--- config.mk ---
export PLATFORM = sky130hd
export DESIGN_NAME = neuron_tdm_scheduler_flat
export DESIGN_NICKNAME = d
export VERILOG_FILES = /design/src/rtl/neuron_tdm_scheduler_pkg.sv /design/src/rtl/neuron_tdm_scheduler_if.sv /design/src/rtl/neuron_tdm_scheduler_state_rf.sv /design/src/rtl/neuron_tdm_scheduler.sv /design/src/flat_wrapper.sv
export SDC_FILE = /design/constraint.sdc
export NUM_CORES = 1
export LEC_CHECK = 0
export BUFFER_PORTS_ARGS = -buffer_cell sky130_fd_sc_hd__buf_2
export CORE_MARGIN = 3
export CORE_UTILIZATION = 30
export CTS_CLUSTER_DIAMETER = 200
export DETAILED_ROUTE_END_ITERATION = 7
export GPL_TIMING_DRIVEN = 0
export MAX_ROUTING_LAYER = met4
export SETUP_SLACK_MARGIN = 0.4
export SYNTH_ARGS = -nofsm -noshare
export SYNTH_HDL_FRONTEND = slang
export SYNTH_SLANG_ARGS = --single-unit
--- constraint.sdc ---
create_clock -name clk -period 3.1 [get_ports clk]
set_clock_uncertainty 0.2 [all_clocks]
set_input_delay 0.465 -clock clk [delete_from_list [all_inputs] [get_ports clk]]
set_output_delay 0.465 -clock clk [all_outputs]
set_load 0.03 [all_outputs]
--- src/rtl/neuron_tdm_scheduler_pkg.sv ---
`default_nettype none
// ============================================================================
// neuron_pkg : shared types and constants for the TDM neuron scheduler
// Rev 1.0
// ============================================================================
package neuron_pkg;

    localparam int DATA_W = 21;

    typedef enum logic [2:0] {
        ST_IDLE  = 3'd0,
        ST_ISSUE = 3'd1,
        ST_WAIT  = 3'd2,
        ST_WB    = 3'd3,
        ST_DONE  = 3'd4
    } state_e;

    localparam logic [1:0] MODE_RS = 2'd0;
    localparam logic [1:0] MODE_CH = 2'd1;
    localparam logic [1:0] MODE_FS = 2'd2;
    localparam logic [1:0] MODE_IB = 2'd3;

    localparam logic [DATA_W-1:0] V_INIT = 21'h1F6000;
    localparam logic [DATA_W-1:0] U_INIT = 21'h1FE000;

    function automatic logic [DATA_W-1:0] mode_c(input logic [1:0] mode);
        case (mode)
            MODE_CH: mode_c = 21'h1F9000;
            MODE_IB: mode_c = 21'h1F8600;
            default: mode_c = 21'h1F6000;
        endcase
    endfunction

    function automatic logic [DATA_W-1:0] mode_d(input logic [1:0] mode);
        case (mode)
            MODE_CH: mode_d = 21'h000980;
            MODE_FS: mode_d = 21'h000E80;
            MODE_IB: mode_d = 21'h001100;
            default: mode_d = 21'h001E00;
        endcase
    endfunction

endpackage
`default_nettype wire

--- src/rtl/neuron_tdm_scheduler_if.sv ---
`default_nettype none
// ============================================================================
// neuron_tdm_scheduler_if : request/response link between scheduler and core
// Rev 1.0
// ============================================================================
interface neuron_tdm_scheduler_if #(
    parameter int W = 21
);
    logic         core_start;
    logic [W-1:0] core_v;
    logic [W-1:0] core_u;
    logic [W-1:0] core_I;
    logic [W-1:0] core_c;
    logic [W-1:0] core_d;
    logic         core_done;
    logic [W-1:0] core_v_nxt;
    logic [W-1:0] core_u_nxt;
    logic         core_spike;

    modport master (
        output core_start, core_v, core_u, core_I, core_c, core_d,
        input  core_done, core_v_nxt, core_u_nxt, core_spike
    );

    modport slave (
        input  core_start, core_v, core_u, core_I, core_c, core_d,
        output core_done, core_v_nxt, core_u_nxt, core_spike
    );
endinterface
`default_nettype wire

--- src/rtl/neuron_tdm_scheduler_state_rf.sv ---
`default_nettype none
// ============================================================================
// neuron_state_rf : per-neuron v/u storage, init write overrides writeback
// Rev 1.0
// ============================================================================
module neuron_state_rf
    import neuron_pkg::*;
#(
    parameter int N_NEURONS = 4,
    parameter int IDXW      = 2,
    parameter int W         = DATA_W
) (
    input  wire logic            clk,
    input  wire logic            set,
    input  wire logic            wr_en_i,
    input  wire logic [IDXW-1:0] wr_idx_i,
    input  wire logic [W-1:0]    wr_v_i,
    input  wire logic [W-1:0]    wr_u_i,
    input  wire logic            init_en_i,
    input  wire logic [IDXW-1:0] init_idx_i,
    input  wire logic [IDXW-1:0] rd_idx_i,
    output logic      [W-1:0]    rd_v_o,
    output logic      [W-1:0]    rd_u_o
);

    logic [W-1:0] v_q [N_NEURONS];
    logic [W-1:0] u_q [N_NEURONS];

    for (genvar i = 0; i < N_NEURONS; i++) begin : g_entry
        always_ff @(posedge clk or negedge set) begin
            if (!set) begin
                v_q[i] <= W'(V_INIT);
                u_q[i] <= W'(U_INIT);
            end else if (init_en_i && (init_idx_i == IDXW'(i))) begin
                v_q[i] <= W'(V_INIT);
                u_q[i] <= W'(U_INIT);
            end else if (wr_en_i && (wr_idx_i == IDXW'(i))) begin
                v_q[i] <= wr_v_i;
                u_q[i] <= wr_u_i;
            end
        end
    end

    assign rd_v_o = v_q[rd_idx_i];
    assign rd_u_o = u_q[rd_idx_i];

endmodule
`default_nettype wire

--- src/rtl/neuron_tdm_scheduler.sv ---
`default_nettype none
// ============================================================================
// neuron_tdm_scheduler : shares one Izhikevich core across N virtual neurons
// Rev 1.0
// ============================================================================
module neuron_tdm_scheduler
    import neuron_pkg::*;
#(
    parameter int N_NEURONS = 4,
    parameter int IDXW      = 2,
    parameter int W         = DATA_W
) (
    input  wire logic                 clk,
    input  wire logic                 set,
    input  wire logic                 step_start,
    output logic                      busy,
    output logic                      step_done,
    output logic      [N_NEURONS-1:0] spike_vec,
    input  wire logic                 cfg_we,
    input  wire logic [IDXW-1:0]      cfg_idx,
    input  wire logic [1:0]           cfg_mode,
    input  wire logic [W-1:0]         cfg_I,
    input  wire logic                 cfg_init,
    neuron_tdm_scheduler_if.master    core
);

    localparam logic [IDXW-1:0] LAST_IDX = IDXW'(N_NEURONS - 1);

    state_e                 state_q, state_d;
    logic [IDXW-1:0]        idx_q, idx_d;
    logic [N_NEURONS-1:0]   acc_q, acc_d;
    logic [N_NEURONS-1:0]   spike_vec_q;

    logic [W-1:0]           op_v_q, op_u_q, op_i_q, op_c_q, op_d_q;
    logic [W-1:0]           res_v_q, res_u_q;
    logic                   res_spk_q;

    logic [1:0]             mode_q [N_NEURONS];
    logic [W-1:0]           cur_q  [N_NEURONS];

    logic [W-1:0]           rf_v, rf_u;
    logic                   load_op;

    for (genvar i = 0; i < N_NEURONS; i++) begin : g_cfg
        always_ff @(posedge clk or negedge set) begin
            if (!set) begin
                mode_q[i] <= MODE_RS;
                cur_q[i]  <= '0;
            end else if (cfg_we && (cfg_idx == IDXW'(i))) begin
                mode_q[i] <= cfg_mode;
                cur_q[i]  <= cfg_I;
            end
        end
    end

    // Read port follows the next index so operands are in place on entry to ISSUE
    neuron_state_rf #(
        .N_NEURONS (N_NEURONS),
        .IDXW      (IDXW),
        .W         (W)
    ) u_state_rf (
        .clk        (clk),
        .set        (set),
        .wr_en_i    (state_q == ST_WB),
        .wr_idx_i   (idx_q),
        .wr_v_i     (res_v_q),
        .wr_u_i     (res_u_q),
        .init_en_i  (cfg_we && cfg_init),
        .init_idx_i (cfg_idx),
        .rd_idx_i   (idx_d),
        .rd_v_o     (rf_v),
        .rd_u_o     (rf_u)
    );

    always_comb begin
        state_d = state_q;
        idx_d   = idx_q;
        acc_d   = acc_q;
        case (state_q)
            ST_IDLE: begin
                if (step_start) begin
                    state_d = ST_ISSUE;
                    idx_d   = '0;
                    acc_d   = '0;
                end
            end
            ST_ISSUE: state_d = ST_WAIT;
            ST_WAIT: begin
                if (core.core_done) begin
                    state_d = ST_WB;
                end
            end
            ST_WB: begin
                acc_d[idx_q] = res_spk_q;
                if (idx_q == LAST_IDX) begin
                    state_d = ST_DONE;
                end else begin
                    idx_d   = idx_q + 1'b1;
                    state_d = ST_ISSUE;
                end
            end
            ST_DONE: state_d = ST_IDLE;
            default: state_d = ST_IDLE;
        endcase
    end

    assign load_op = (state_d == ST_ISSUE);

    always_ff @(posedge clk or negedge set) begin
        if (!set) begin
            state_q     <= ST_IDLE;
            idx_q       <= '0;
            acc_q       <= '0;
            spike_vec_q <= '0;
            op_v_q      <= '0;
            op_u_q      <= '0;
            op_i_q      <= '0;
            op_c_q      <= '0;
            op_d_q      <= '0;
            res_v_q     <= '0;
            res_u_q     <= '0;
            res_spk_q   <= 1'b0;
        end else begin
            state_q <= state_d;
            idx_q   <= idx_d;
            acc_q   <= acc_d;
            if (load_op) begin
                op_v_q <= rf_v;
                op_u_q <= rf_u;
                op_i_q <= cur_q[idx_d];
                op_c_q <= W'(mode_c(mode_q[idx_d]));
                op_d_q <= W'(mode_d(mode_q[idx_d]));
            end
            if ((state_q == ST_WAIT) && core.core_done) begin
                res_v_q   <= core.core_v_nxt;
                res_u_q   <= core.core_u_nxt;
                res_spk_q <= core.core_spike;
            end
            // Publish together with step_done so the flags are valid in that cycle
            if (state_d == ST_DONE) begin
                spike_vec_q <= acc_d;
            end
        end
    end

    assign busy            = (state_q == ST_ISSUE) || (state_q == ST_WAIT) || (state_q == ST_WB);
    assign step_done       = (state_q == ST_DONE);
    assign spike_vec       = spike_vec_q;
    assign core.core_start = (state_q == ST_ISSUE);
    assign core.core_v     = op_v_q;
    assign core.core_u     = op_u_q;
    assign core.core_I     = op_i_q;
    assign core.core_c     = op_c_q;
    assign core.core_d     = op_d_q;

endmodule
`default_nettype wire

--- src/flat_wrapper.sv ---
// flat-port wrapper written by rule: the top's interface ports become plain ports
module neuron_tdm_scheduler_flat import neuron_pkg::*;
#(
    parameter int N_NEURONS = 4,
    parameter int IDXW      = 2,
    parameter int W         = DATA_W
)
  (clk, set, step_start, busy, step_done, spike_vec, cfg_we, cfg_idx, cfg_mode, cfg_I, cfg_init, core_core_start, core_core_v, core_core_u, core_core_I, core_core_c, core_core_d, core_core_done, core_core_v_nxt, core_core_u_nxt, core_core_spike);
  neuron_tdm_scheduler_if #(.W(W)) core_i ();
  input  wire logic clk;
  input  wire logic set;
  input  wire logic step_start;
  output logic busy;
  output logic step_done;
  output logic      [N_NEURONS-1:0] spike_vec;
  input  wire logic cfg_we;
  input  wire logic [IDXW-1:0] cfg_idx;
  input  wire logic [1:0] cfg_mode;
  input  wire logic [W-1:0] cfg_I;
  input  wire logic cfg_init;
  output wire logic [$bits(core_i.core_start)-1:0] core_core_start;
  output wire logic [$bits(core_i.core_v)-1:0] core_core_v;
  output wire logic [$bits(core_i.core_u)-1:0] core_core_u;
  output wire logic [$bits(core_i.core_I)-1:0] core_core_I;
  output wire logic [$bits(core_i.core_c)-1:0] core_core_c;
  output wire logic [$bits(core_i.core_d)-1:0] core_core_d;
  input wire logic [$bits(core_i.core_done)-1:0] core_core_done;
  input wire logic [$bits(core_i.core_v_nxt)-1:0] core_core_v_nxt;
  input wire logic [$bits(core_i.core_u_nxt)-1:0] core_core_u_nxt;
  input wire logic [$bits(core_i.core_spike)-1:0] core_core_spike;
  assign core_core_start = core_i.core_start;
  assign core_core_v = core_i.core_v;
  assign core_core_u = core_i.core_u;
  assign core_core_I = core_i.core_I;
  assign core_core_c = core_i.core_c;
  assign core_core_d = core_i.core_d;
  assign core_i.core_done = core_core_done;
  assign core_i.core_v_nxt = core_core_v_nxt;
  assign core_i.core_u_nxt = core_core_u_nxt;
  assign core_i.core_spike = core_core_spike;
  neuron_tdm_scheduler #(.N_NEURONS(N_NEURONS), .IDXW(IDXW), .W(W)) u_core (.clk(clk), .set(set), .step_start(step_start), .busy(busy), .step_done(step_done), .spike_vec(spike_vec), .cfg_we(cfg_we), .cfg_idx(cfg_idx), .cfg_mode(cfg_mode), .cfg_I(cfg_I), .cfg_init(cfg_init), .core(core_i));
endmodule
== After elaboration in Yosys (flattened, before gate mapping) ==
Cells that the tools add are included.

* $add $sub $neg: 1
* Multiply operators: 0
* Divide/modulo/power cells: 0
* Magnitude comparators: 3
* Equality and inequality tests: 15
* Shift-type cells: 0
* Muxes and demuxes: 42
* Bitwise gates (word level): 1
* Reductions and logical operators: 24

{| class="wikitable"
|+ Operators by type and width
! cell !! count
|-
| $mux 21 || 22
|-
| $bmux 21 s2 || 3
|-
| $pmux 13 s3 || 1
|-
| $pmux 16 s2 || 1
|-
| $logic_and 1x1->1 || 15
|-
| $eq 2x2->1 const B || 6
|-
| $pmux 3 s4 || 1
|-
| $mux 3 || 3
|-
| $mux 2 || 4
|-
| $pmux 4 s2 || 1
|-
| $reduce_bool 2->1 || 4
|-
| $eq 2x1->1 const B || 3
|-
| $eq 3x1->1 const B || 2
|-
| $eq 3x2->1 const B || 2
|-
| $eq 3x3->1 const B || 2
|-
| $bmux 2 s2 || 1
|-
| $bwmux 4 || 1
|-
| $logic_not 2->1 || 2
|-
| $mux 4 || 1
|-
| $pmux 2 s2 || 1
|-
| $ge 3x3->1 const B || 1
|-
| $logic_not 3->1 || 1
|-
| $lt 2x3->1 const B || 1
|-
| $not 2->3 || 1
|-
| other kinds (5) || 6
|}

* Register bits: 421
* Bits in latches: 0
* Memory bits (writable): 0
* Bits in read-only memories: 0
* Input port bits: 74
* Output and inout port bits: 112
* Memories: 0

== Depth between registers and ports, before layout ==
* Depth after elaboration: 9
* Depth in mapped cells: 9
* Gate-level depth less buffers: 7

== By module ==
A second synthesis with hierarchy kept.

* Cells, all modules: 1364
* Area total of the unflattened synthesis: 16948.8 um^2

{| class="wikitable"
|+ By module, submodules not included
! module !! times used !! cells an instance !! area each (um^2)
|-
| neuron_tdm_scheduler || 1 || 568 || 9155.0
|-
| neuron_state_rf || 1 || 796 || 7793.7
|}

== Worst setup path after synthesis ==
Ideal clock, no wire load.

* Path kind: register to register
* Start: reg u_core.state_q[0]
* End: reg u_core.op_d_q[7], in the netlist u_core.core.core_d[7]
* Library setup time: 0.125 ns
* Arrival: 2.204 ns
* Path slack: 0.572 ns
* Stages on the path, launching flop included: 10
* Buffers on the path: 2
* Period minus slack after synthesis: 2.528 ns
* Cell sequence: dfrtp_1 buf_6 or3b_4 a21oi_2 nor2_2 buf_6 mux2i_1 mux2i_1 ha_1 mux2_2

* Cells in the longest elaborated chain, start to end: 8
* Elaborated cells on any way between the ends: 17

{| class="wikitable"
|+ RTL lines
! element !! RTL line !! text
|-
| start: declaration || neuron_tdm_scheduler.sv:29 || <nowiki>state_e state_q, state_d;</nowiki>
|-
| start signal: assignment || neuron_tdm_scheduler.sv:124 || <nowiki>state_q <= state_d;</nowiki>
|-
| $eq 3x2->1 / $logic_not 3->1 (equally long branches) || neuron_tdm_scheduler.sv:79 || <nowiki>case (state_q)</nowiki>
|-
| $pmux 2 s2 || neuron_tdm_scheduler.sv:79 ||
|-
| $not 2->3 (not written as such) || neuron_tdm_scheduler.sv:132 || <nowiki>op_d_q <= W'(mode_d(mode_q[idx_d]));</nowiki>
|-
| $bmux 2 s2 || neuron_tdm_scheduler.sv:132 ||
|-
| $mux 2 (not written as such) (2 in series) || neuron_tdm_scheduler.sv:132 ||
|-
| $eq 2x2->1 / $eq 2x1->1 (equally long branches) || neuron_tdm_scheduler_pkg.sv:35 || <nowiki>case (mode)</nowiki>
|-
| $pmux 13 s3 || neuron_tdm_scheduler_pkg.sv:35 ||
|-
| end signal: assignment || neuron_tdm_scheduler.sv:132 ||
|-
| end: declaration || neuron_tdm_scheduler.sv:34 || <nowiki>logic [W-1:0] op_v_q, op_u_q, op_i_q, op_c_q, op_d_q;</nowiki>
|}

Parallel ways exist; a longest one is shown, timed or not. The select of a mux whose other input is x is not followed.
A chain may end at the register's enable or synchronous reset.

== Final worst setup path ==
* Start: reg u_core.state_q[2]
* End: reg u_core.u_state_rf.u_q[54] (netlist bit)

* Cells in the longest elaborated chain, start to end: 3

{| class="wikitable"
|+ RTL lines
! element !! RTL line !! text
|-
| $eq 3x2->1 || neuron_tdm_scheduler.sv:64 || <nowiki>.wr_en_i (state_q == ST_WB),</nowiki>
|-
| $logic_and 1x1->1 || neuron_tdm_scheduler_state_rf.sv:37 || <nowiki>end else if (wr_en_i && (wr_idx_i == IDXW'(i))) begin</nowiki>
|-
| $reduce_bool 2->1 (no source line) || n/a ||
|-
| end signal: indexed assignment || neuron_tdm_scheduler_state_rf.sv:33 || <nowiki>u_q[i] <= W'(U_INIT);</nowiki>
|-
| end signal: indexed assignment || neuron_tdm_scheduler_state_rf.sv:36 || <nowiki>u_q[i] <= W'(U_INIT);</nowiki>
|-
| end signal: indexed assignment || neuron_tdm_scheduler_state_rf.sv:39 || <nowiki>u_q[i] <= wr_u_i;</nowiki>
|-
| end: declaration || neuron_tdm_scheduler_state_rf.sv:27 || <nowiki>logic [W-1:0] u_q [N_NEURONS];</nowiki>
|}

Every way passes these cells.

==> flow_metrics.env <==
export IMPL_syn_to_final_growth_pct=24.3
export IMPL_synth_main_ff_cell="dfrtp_1"
export IMPL_max_cap_violations=0
export IMPL_gp_routability_congestion=0.772
export IMPL_min_period_over_period=0.863
export IMPL_reg2reg_from="u_core.state_q[2]"
export IMPL_hold_path_endpoint="u_core.mode_q[6]"
export IMPL_firstDrtPassIters=5
export IMPL_port_buffers=160
export IMPL_netlist_area_mm2=0.0165
export IMPL_worstPathCellList="buf_2 -> nand3b_1 -> nor2_1 -> a21oi_1 -> clkbuf_1 -> a22o_1"
export IMPL_drt_iter0_markers=796
export IMPL_layout_drive_gt1_share=0.371
export IMPL_fillers=5107
export IMPL_max_clock_freq_mhz=374
export IMPL_slowest_stage="a21oi_1"
export IMPL_clk_pin_slew_ns=0.06
export IMPL_cts_buffers=42
export IMPL_criticalPathCategory="reg2reg"
export IMPL_synth_distinct_cells=46
export IMPL_crit_path_end_kind="flip-flop"
export IMPL_worstSkewPairLatency_ns=0.56
export IMPL_timing_slew_headroom=0.372
export IMPL_numClockSinks=386
export IMPL_total_power_w=0.0222
export IMPL_worst_pin_slew_ns=0.942
export IMPL_grt_max_degree=115
export IMPL_nNetsFinal=1583
export IMPL_synthArstFlopShare=1.00
export IMPL_peakVddDrop_mv=0.405
export IMPL_vias=11200
export IMPL_post_route_drc_count=0
export IMPL_holdCritPathClass="in2reg"
export IMPL_status="complete, no violations"
export IMPL_grt_pass1_wl_um=69200
export IMPL_r2r_setup_slack_ns=0.42
export IMPL_coreArea_mm2=0.0541
export IMPL_initial_core_util=0.305
export IMPL_ys_seq_area_frac=0.590
export IMPL_yosysWarnings=0
export IMPL_cts_max_path_buffers=3
export IMPL_hold_slack_ns=0.219
export IMPL_fp_dieW_um=241
export IMPL_pin_count=186
export IMPL_slew_violations=0
export IMPL_worstRegToRegCells=6
export IMPL_ys_ff_latch=386
export IMPL_cts_tree="yes"
export IMPL_rsz0062_at_grt="true"
export IMPL_synth_edf_count=0
export IMPL_cp_start_kind="flip-flop"
export IMPL_final_hold_viol_count=0
export IMPL_min_from="cfg_idx[1]"
export IMPL_r2r_end="u_core.u_state_rf.u_q[54]"
export IMPL_synth_avg_cell_area_um2=13.7
export IMPL_setup_viol=0
export IMPL_drt_wl_total_um=45300
export IMPL_ctsHtreeMaxLevel=2
export IMPL_worstPathArrival_ns=2.98
export IMPL_grtUsageTotal=0.161
export IMPL_root_buffer="clkbuf_16"
export IMPL_antenna_found_initial=3
export IMPL_max_stage_delay_ns=0.74
export IMPL_p_per_area_mw_per_mm2=1080
export IMPL_cp_max_fo=10
export IMPL_viasPerCell=5.00
export IMPL_routedWlPerCell_um=20.3
export IMPL_die_y_um=241
export IMPL_fin_crit_ns=2.68
export IMPL_syn_inst=1205
export IMPL_leakagePower_nw=9.17
export IMPL_drt_antenna_violating_nets=0
export IMPL_hpwl_um=30500
export IMPL_overflow=0
export IMPL_grt_pass1_vias=11400
export IMPL_holdPathStages=3
export IMPL_dieArea_mm2=0.0579
export IMPL_fp_row_count=85
export IMPL_crit_required_ns=3.40
-- critical path: cells and delay by family (launching register included) --
kind,cells,cell delay [ns]
AOI/OAI and AO/OA,2,0.99
buffers and inverters,2,0.76
and+or+nand+nor,2,0.34
DFF,1,0.32
-- kinds of logic after synthesis --
| group | count (synthesis) | synth area share |
|---|---|---|
| buffers and inverters | 120 | 0.0429 |
| and+or+nand+nor | 192 | 0.0496 |
| other | 1 | 0.000227 |
| AOI/OAI and AO/OA | 253 | 0.155 |
| adders and majority gates | 3 | 0.00227 |
| muxes | 249 | 0.160 |
| xor gates and xnor gates | 1 | 0.000531 |
| DFF | 386 | 0.590 |
-- report_power, final --
part	leakage [nW]	switching [W]	total, W	internal (W)
logic	3.78	0.00511	0.00893	0.00381
registers	4.73	0.00133	0.00842	0.00709
clock network	0.654	0.00202	0.00487	0.00285
-- layout make-up --
type                       count  area, µm²  area share
antenna                        2       5.00    0.000244
buffer                       116        706      0.0344
clock buffer                  65       1250      0.0609
clock inverter                 7       86.3     0.00421
inverter                       4       15.0    0.000732
multi-input combinational    723       6260       0.305
sequential                   386       9730       0.475
tap                          696        871      0.0425
timing repair buffer         233       1590      0.0773
-- through the flow --
step | util | instance area (µm²) | setup slack, ns | TNS, ns | cells
2_1_floorplan | - | 16600 | 0.572 | 0 | 1229
3_3_place_gp | 0.338 | 18300 | -6.09 | -2188.32 | 2085
3_5_place_dp | 0.339 | 18400 | 0.161 | 0 | 2088
4_1_cts | 0.377 | 20400 | 0.340 | 0 | 2227
5_1_grt | 0.379 | 20500 | 0.336 | 0 | 2232
6_report | 0.379 | 20500 | 0.423 | 0 | 2232
-- sequential cells by signal, summed over array words and instances, names as in the netlist, 21 cells and up --
register and cells:
u_core.res_u_q 21, u_core.core.core_v 21, u_core.u_state_rf.v_q 84, u_core.u_state_rf.u_q 84, u_core.cur_q 84, u_core.res_v_q 21
u_core.core.core_u 21, u_core.core.core_I 21
-- worst max-delay path by stage --
| stage | slack [ns] | depth (start not counted) | start | to |
|---|---|---|---|---|
| floorplan | 0.57 | 9 | u_core.state_q[0] | u_core.core.core_d[7] |
| global placement | -6.09 | 1 | set | u_core.core.core_I[5] |
| detailed placement | 0.16 | 9 | step_start | u_core.core.core_d[7] |
| CTS | 0.34 | 9 | u_core.state_q[2] | u_core.core.core_d[7] |
| global route | 0.34 | 9 | u_core.state_q[2] | u_core.core.core_d[7] |
| finish | 0.42 | 6 | u_core.state_q[2] | u_core.u_state_rf.u_q[54] |
-- routing by layer --
layer / vias to the layer above / part of all wire / track usage
li1: 4995 / - / -
met1: 5797 / 0.47 / 0.216
met2: 286 / 0.45 / 0.241
met3: 85 / 0.050 / 0.0320
met4: 0 / 0.031 / 0.0610
met5: - / 0 / -
-- what timing repair did --
| item | in CTS | in global routing |
|---|---|---|
| pin swaps | 0 | 3 |
| setup endpoints to repair | 24 | 72 |
| endpoints found under the hold margin | 188 | 0 |
| setup buffers | 0 | 3 |
| resized for setup | 8 | 18 |
| hold buffers | 67 | 0 |
-- synth_stat cells, types with 3 or more instances --
cell type / count / area (µm²)
a21oi_2: 5 / 43.8
a22o_1: 108 / 946
and2_1: 3 / 18.8
buf_2: 26 / 130
buf_4: 40 / 300
buf_6: 10 / 113
clkbuf_1: 38 / 143
dfrtp_1: 326 / 8160
dfstp_2: 60 / 1580
ha_1: 3 / 37.5
mux2_2: 118 / 1330
mux2i_1: 131 / 1310
nand2_1: 156 / 586
nand2b_1: 5 / 31.3
nor2_1: 6 / 22.5
o21ai_0: 7 / 35.0
o221ai_1: 3 / 26.3
o221ai_2: 60 / 901
o22a_1: 60 / 526
or2_2: 4 / 25.0
-- cells in the final DEF, fill, tap and decap left out, types with 9 or more instances in the layout --
cell	count
mux2i_1	125
dlygate4sd3_1	67
a22o_1	108
o221ai_2	60
mux2_2	118
o22a_1	60
clkbuf_8	9
buf_2	185
dfstp_2	60
buf_4	43
clkbuf_16	43
nand2_1	156
clkbuf_1	48
buf_6	9
dfrtp_1	326
conb_1	25
(Power assumes the default switching activity.)
